File: config.mk
export PLATFORM = sky130hd
export DESIGN_NAME = fft_bitrev_reorder
export DESIGN_NICKNAME = d
export VERILOG_FILES = /design/src/rtl/fft_pkg.sv /design/src/rtl/reorder_ram.sv /design/src/rtl/fft_bitrev_reorder.sv
export SDC_FILE = /design/constraint.sdc
export NUM_CORES = 1
export LEC_CHECK = 0
export CAP_MARGIN = 20
export CORE_MARGIN = 3
export CORE_UTILIZATION = 33
export DETAILED_ROUTE_END_ITERATION = 8
export SYNTH_ARGS = -nofsm -noshare
export SYNTH_HDL_FRONTEND = slang
export SYNTH_SLANG_ARGS = --single-unit
File: constraint.sdc
create_clock -name clk -period 2.8 [get_ports clk]
set_input_delay 0.42 -clock clk [delete_from_list [all_inputs] [get_ports clk]]
set_output_delay 0.42 -clock clk [all_outputs]
set_load 0.01 [all_outputs]
File: src/rtl/fft_pkg.sv
//------------------------------------------------------------------------------
// Module   : fft_pkg
// Brief    : Shared types and the bit-reversal helper for the FFT output reorder.
// Revision : 1.0 - initial release
//------------------------------------------------------------------------------
`default_nettype none

package fft_pkg;

    localparam int DEFAULT_N     = 32;
    localparam int DEFAULT_WIDTH = 8;

    typedef enum logic [0:0] {
        RD_IDLE = 1'b0,
        RD_READ = 1'b1
    } rd_state_e;

    // Reverses the low 'bits' bits of value; upper bits of the result are zero.
    function automatic logic [31:0] bitrev(input logic [31:0] value, input int bits);
        logic [31:0] result;
        result = '0;
        for (int i = 0; i < bits; i++) begin
            result[i] = value[bits-1-i];
        end
        return result;
    endfunction

endpackage

`default_nettype wire

File: src/rtl/reorder_ram.sv
//------------------------------------------------------------------------------
// Module   : reorder_ram
// Brief    : Simple dual-port RAM, one write port, one registered read port.
// Revision : 1.0 - initial release
//------------------------------------------------------------------------------
`default_nettype none

module reorder_ram #(
    parameter int ADDR_W = 6,
    parameter int DATA_W = 16
) (
    input  logic              clk,
    input  logic              rst,
    input  logic              wr_en,
    input  logic [ADDR_W-1:0] wr_addr,
    input  logic [DATA_W-1:0] wr_data,
    input  logic              rd_en,
    input  logic [ADDR_W-1:0] rd_addr,
    output logic [DATA_W-1:0] rd_data
);

    localparam int DEPTH = 2 ** ADDR_W;

    logic [DATA_W-1:0] mem [DEPTH];
    logic [DATA_W-1:0] rd_data_d;
    logic [DATA_W-1:0] rd_data_q;

    // Storage carries no reset so it can map onto block RAM.
    always_ff @(posedge clk) begin
        if (wr_en) begin
            mem[wr_addr] <= wr_data;
        end
    end

    always_comb begin
        rd_data_d = rd_data_q;
        if (rd_en) begin
            rd_data_d = mem[rd_addr];
        end
    end

    always_ff @(posedge clk or posedge rst) begin
        if (rst) begin
            rd_data_q <= '0;
        end else begin
            rd_data_q <= rd_data_d;
        end
    end

    assign rd_data = rd_data_q;

endmodule

`default_nettype wire

File: src/rtl/fft_bitrev_reorder.sv
//------------------------------------------------------------------------------
// Module   : fft_bitrev_reorder
// Brief    : Buffers bit-reversed FFT frames in a ping-pong RAM, replays them in
//            natural bin order with index and end-of-frame marker.
// Revision : 1.0 - initial release
//------------------------------------------------------------------------------
`default_nettype none

module fft_bitrev_reorder
    import fft_pkg::*;
#(
    parameter int N     = DEFAULT_N,
    parameter int WIDTH = DEFAULT_WIDTH,
    localparam int LOG2N = $clog2(N)
) (
    input  logic             clk,
    input  logic             rst,
    input  logic             enable_in,
    input  logic [WIDTH-1:0] in_re,
    input  logic [WIDTH-1:0] in_im,
    output logic             enable_out,
    output logic [WIDTH-1:0] out_re,
    output logic [WIDTH-1:0] out_im,
    output logic [LOG2N-1:0] out_idx,
    output logic             out_last
);

    localparam logic [LOG2N-1:0] LAST_IDX = LOG2N'(N - 1);

    logic [LOG2N-1:0] wr_cnt_q,  wr_cnt_d;
    logic             wr_bank_q, wr_bank_d;
    logic [1:0]       bank_full_q, bank_full_d;
    rd_state_e        rd_state_q, rd_state_d;
    logic             rd_bank_q, rd_bank_d;
    logic [LOG2N-1:0] rd_cnt_q,  rd_cnt_d;
    logic             enable_out_q, enable_out_d;
    logic [LOG2N-1:0] out_idx_q, out_idx_d;
    logic             out_last_q, out_last_d;

    logic             w_rd_en;
    logic [LOG2N-1:0] w_wr_idx_rev;
    logic [LOG2N:0]   w_wr_addr;
    logic [LOG2N:0]   w_rd_addr;
    logic [2*WIDTH-1:0] w_rd_data;

    assign w_rd_en      = (rd_state_q == RD_READ);
    assign w_wr_idx_rev = LOG2N'(bitrev(32'(wr_cnt_q), LOG2N));
    assign w_wr_addr    = {wr_bank_q, w_wr_idx_rev};
    assign w_rd_addr    = {rd_bank_q, rd_cnt_q};

    reorder_ram #(
        .ADDR_W (LOG2N + 1),
        .DATA_W (2 * WIDTH)
    ) u_ram (
        .clk     (clk),
        .rst     (rst),
        .wr_en   (enable_in),
        .wr_addr (w_wr_addr),
        .wr_data ({in_re, in_im}),
        .rd_en   (w_rd_en),
        .rd_addr (w_rd_addr),
        .rd_data (w_rd_data)
    );

    always_comb begin
        wr_cnt_d     = wr_cnt_q;
        wr_bank_d    = wr_bank_q;
        bank_full_d  = bank_full_q;
        rd_state_d   = rd_state_q;
        rd_bank_d    = rd_bank_q;
        rd_cnt_d     = rd_cnt_q;

        case (rd_state_q)
            RD_IDLE: begin
                if (bank_full_q[0]) begin
                    rd_state_d = RD_READ;
                    rd_bank_d  = 1'b0;
                    rd_cnt_d   = '0;
                end else if (bank_full_q[1]) begin
                    rd_state_d = RD_READ;
                    rd_bank_d  = 1'b1;
                    rd_cnt_d   = '0;
                end
            end
            RD_READ: begin
                rd_cnt_d = rd_cnt_q + 1'b1;
                if (rd_cnt_q == LAST_IDX) begin
                    bank_full_d[rd_bank_q] = 1'b0;
                    if (bank_full_q[~rd_bank_q]) begin
                        rd_bank_d = ~rd_bank_q;
                        rd_cnt_d  = '0;
                    end else begin
                        rd_state_d = RD_IDLE;
                    end
                end
            end
            default: rd_state_d = RD_IDLE;
        endcase

        // Write side evaluated after the read side so a completing writer's set wins.
        if (enable_in) begin
            wr_cnt_d = wr_cnt_q + 1'b1;
            if (wr_cnt_q == LAST_IDX) begin
                wr_cnt_d               = '0;
                bank_full_d[wr_bank_q] = 1'b1;
                wr_bank_d              = ~wr_bank_q;
            end
        end
    end

    // Metadata is aligned with the RAM's registered read data.
    always_comb begin
        enable_out_d = w_rd_en;
        out_idx_d    = w_rd_en ? rd_cnt_q : out_idx_q;
        out_last_d   = w_rd_en && (rd_cnt_q == LAST_IDX);
    end

    always_ff @(posedge clk or posedge rst) begin
        if (rst) begin
            wr_cnt_q     <= '0;
            wr_bank_q    <= 1'b0;
            bank_full_q  <= 2'b00;
            rd_state_q   <= RD_IDLE;
            rd_bank_q    <= 1'b0;
            rd_cnt_q     <= '0;
            enable_out_q <= 1'b0;
            out_idx_q    <= '0;
            out_last_q   <= 1'b0;
        end else begin
            wr_cnt_q     <= wr_cnt_d;
            wr_bank_q    <= wr_bank_d;
            bank_full_q  <= bank_full_d;
            rd_state_q   <= rd_state_d;
            rd_bank_q    <= rd_bank_d;
            rd_cnt_q     <= rd_cnt_d;
            enable_out_q <= enable_out_d;
            out_idx_q    <= out_idx_d;
            out_last_q   <= out_last_d;
        end
    end

    assign enable_out = enable_out_q;
    assign out_re     = w_rd_data[2*WIDTH-1:WIDTH];
    assign out_im     = w_rd_data[WIDTH-1:0];
    assign out_idx    = out_idx_q;
    assign out_last   = out_last_q;

endmodule

`default_nettype wire

==> results.cfg <==
[detailed_routing]
ant_nets = 0
ratio_of_routed_vias_to_standard_cells = 5.270
final_routed_drc_violation_total = 0
routed_length_per_placed_instance_um = 26.75
detail_route.first_pass.iterations = 6
vias = 20160
initialDrtViolationCount = 2267
total_routed_wirelength_mm = 102.3

[yosys]
synth-edff-count = 1024
seq_area_frac_synth = 0.7725
yosysWarnings = 0
ranking_of_synthesized_cells_by_instance_count = sky130_fd_sc_hd__edfxtp_1 (1024), sky130_fd_sc_hd__mux4_2 (231), sky130_fd_sc_hd__nor2_1 (89), sky130_fd_sc_hd__mux2i_1 (76), sky130_fd_sc_hd__mux2_2 (70)
synth_top_area_frac = 0.7493
yosysMostFrequentCell = sky130_fd_sc_hd__edfxtp_1
net_count_synth = 1931
post_synth_instance_area_mm2 = 0.04104
yosys_most_used_dff = sky130_fd_sc_hd__edfxtp_1
postSynthRegisterBits = 1062
post_synthesis_async_set_or_reset_flop_share = 0.03578
synth_cell_type_count = 45
synthTopCellsByArea = sky130_fd_sc_hd__edfxtp_1 (75%), sky130_fd_sc_hd__mux4_2 (13%), sky130_fd_sc_hd__dfrtp_1 (2.3%)
post_synth.cell_area_avg_um2 = 21.51
post_synth_inst_count = 1908
cell_type_with_the_highest_aggregate_area_in_the_netlist = sky130_fd_sc_hd__edfxtp_1

[timing]
final-hold-violation-count = 0
final-setup-viol-count = 0
setup_tns_ns = 0
final.hold.worst_slack_ns = 0.05838
period_needed_ns = 2.633
timing.clock.skew_ns = 0.04507
worst_slew_margin_rel = 0.2938
period_share = 0.9402
maxClockFrequency_mhz = 379.8
worst_slew_pin_slew_ns = 1.059
timing_max_transition_violations_final = 0
grt_setup_unrepaired = no
post-route-worst-setup-slack_ns = 0.1673

[die]
std_cell_rows = 128
design.core.area_mm2 = 0.1227
start_util = 0.3345
floorplan.die.height_um = 358.6
die_width_um = 358.6
ios = 42
fp.dieArea_mm2 = 0.1286

[cts]
post_cts.resized_instances = 0
cts-root-buf = sky130_fd_sc_hd__clkbuf_16
worst_setup_hold_path_clk_slew_ns = 0.06
cts_tree = done
clk-insertion-delay-late_ns = 0.70
cts.sink_count = 1062
tritoncts.num_buffers = 106
post_cts_buffers = 0
clk_path_buf_depth = 3
h-tree-depth = 3

[power]
totalPowerFinal_mw = 44.50
leakagePower_nw = 15.20
switching_share = 0.2994
portion_of_total_power_attributed_to_sequential_cells = 0.426
powerDensity_mw_per_mm2 = 922.5
share_comb_of_total_power = 0.277
p_int_mw = 31.17
largest_vdd_supply_drop_mv = 0.6735
net-switching-power_mw = 13.32
power_frac_clock = 0.297

[setup_path]
timing.rr.start = rd_cnt_q[0]
timing.critical_path.cells = buf_12, nor2_1, buf_4, a22o_1, o21ai_0, nand4_1, o221ai_1
crit_path_max_delay_family = compound AO/OA/AOI/OAI gates
path_class = flop to flop
r2r_cells = 7
critPathBufInv = 2
critPathArrivalTime_ns = 3.24
required_time_at_the_endpoint_of_the_critical_path_ns = 3.41
critPathMaxStageDelay_ns = 0.53
crit_slowest_cell = sky130_fd_sc_hd__o21ai_0
worstSetupStartpointType = flop
worst-r2r-setup-slack_ns = 0.17
end_kind = flop
critical_path.reg2reg.endpoint = u_ram.rd_data[9]
worstPathMaxFanout = 46

[run]
cap_viol_max_count = 0

[place]
portBuffers = 41
final_weighted_congestion_in_routability_driven_placement = 0.8482
detailedPlacementHpwl_mm = 63.55
post_dp_cell_area_mm2 = 0.04494
detailedPlace.worstSlack_ns = 0.1287
dp_cells = 3624

[grt]
largest_net_degree_at_the_start_of_global_routing = 65
overflow = 0
grt_util_all_layers = 0.1589
grt_pass1_vias = 20530
grt_antenna_before_repair = 11
grt_first_pass_wirelength_mm = 147.4

[finish]
layout.core_utilization = 0.3932
nNetsFinal = 2134
sequential_cell_area_mm2 = 0.03171
multiInputGateArea_mm2 = 0.008777
filler_cell_count = 10810
layoutNonFillerInstCount = 3825
final_area_mm2 = 0.04823
area.growth.synth_to_final_pct = 17.53
layout-drive-gt1-share = 0.2870

[worst_hold_path]
timing.hold.worst_endpoint = u_ram.mem[46][10]
min_path_cells = 1
min_from = in_re[2]
min_path_type = input pin to flop

[status]
outcome = completed
-- kinds of logic after synthesis --
group                      share of synthesized area
DFF                                           0.7725
muxes                                         0.1645
and+or+nand+nor                              0.02226
AOI/OAI and AO/OA                            0.02494
buffers and inverters                        0.01439
adders and majority gates                   0.001220
xor gates and xnor gates                   0.0002135
-- area by class of cell --
type,count,area share
antenna,5,0.0002594
clock inverter,59,0.009261
sequential,1062,0.6575
multi-input combinational,723,0.1820
clock buffer,133,0.05754
inverter,17,0.001323
timing repair buffer,201,0.05001
tap,1625,0.04215
-- routing by layer --
layer  share of wire  GRT usage
met5         0.00026          0
met3           0.087    0.03957
met2            0.46     0.2446
met4           0.027    0.04943
met1            0.42     0.2228
-- power groups by stage --
stage | Clock (mW) | Sequential (mW) | Combinational [mW]
2_1_floorplan | 0 | 18.8 | 7.90
3_3_place_gp | 0 | 19.2 | 12.3
3_5_place_dp | 0 | 19.3 | 12.4
4_1_cts | 13.5 | 18.9 | 12.4
5_1_grt | 14.2 | 19.0 | 13.1
6_report | 13.2 | 19.0 | 12.3
-- placed cells by master, fill, tap and decap left out, types with 5 or more instances in the layout --
cell type / count
sky130_fd_sc_hd__mux2_2: 70
sky130_fd_sc_hd__nor2_1: 85
sky130_fd_sc_hd__clkdlybuf4s50_1: 25
sky130_fd_sc_hd__a21oi_1: 11
sky130_fd_sc_hd__buf_4: 88
sky130_fd_sc_hd__a221oi_1: 11
sky130_fd_sc_hd__mux2i_1: 76
sky130_fd_sc_hd__mux4_2: 231
sky130_fd_sc_hd__nand3_1: 18
sky130_fd_sc_hd__nand2_1: 34
sky130_fd_sc_hd__a22o_1: 12
sky130_fd_sc_hd__o221ai_1: 20
sky130_fd_sc_hd__clkinv_2: 19
sky130_fd_sc_hd__dfrtp_1: 34
sky130_fd_sc_hd__edfxtp_1: 1024
sky130_fd_sc_hd__clkinv_1: 26
sky130_fd_sc_hd__clkbuf_1: 26
sky130_fd_sc_hd__inv_1: 16
sky130_fd_sc_hd__nand4_1: 15
sky130_fd_sc_hd__buf_12: 70
sky130_fd_sc_hd__clkbuf_16: 107
sky130_fd_sc_hd__o22ai_1: 23
sky130_fd_sc_hd__nor2b_1: 13
sky130_fd_sc_hd__a22oi_1: 33
sky130_fd_sc_hd__buf_2: 16
sky130_fd_sc_hd__diode_2: 5
sky130_fd_sc_hd__nand2b_1: 6
sky130_fd_sc_hd__o21ai_0: 20
-- how the worst max path moves through the flow --
stage | startpoint | endpoint | slack [ns] | cells past startpoint
2_1_floorplan | enable_in | u_ram.mem[40][0] | 0.09 | 4
3_3_place_gp | enable_in | u_ram.mem[7][2] | 0.10 | 5
3_5_place_dp | enable_in | u_ram.mem[5][5] | 0.13 | 5
4_1_cts | rd_cnt_q[0] | u_ram.rd_data[3] | 0.19 | 6
5_1_grt | rd_cnt_q[2] | u_ram.rd_data[15] | 0.05 | 7
6_report | rd_cnt_q[0] | u_ram.rd_data[9] | 0.17 | 7
-- timing repair --
item                                    CTS  global route
hold endpoints to repair                  4             4
hold buffers                              1             1
endpoints found under the setup margin    0             0
-- sequential cells by signal, summed over array words and instances, names as in the netlist --
name,cells
enable_out,1
bank_full_q,2
u_ram.mem,1024
rd_bank_q,1
rd_cnt_q,5
out_last,1
wr_cnt_q,5
wr_bank_q,1
enable_out_d,1
out_idx,5
u_ram.rd_data,16
(Power assumes the default switching activity.)
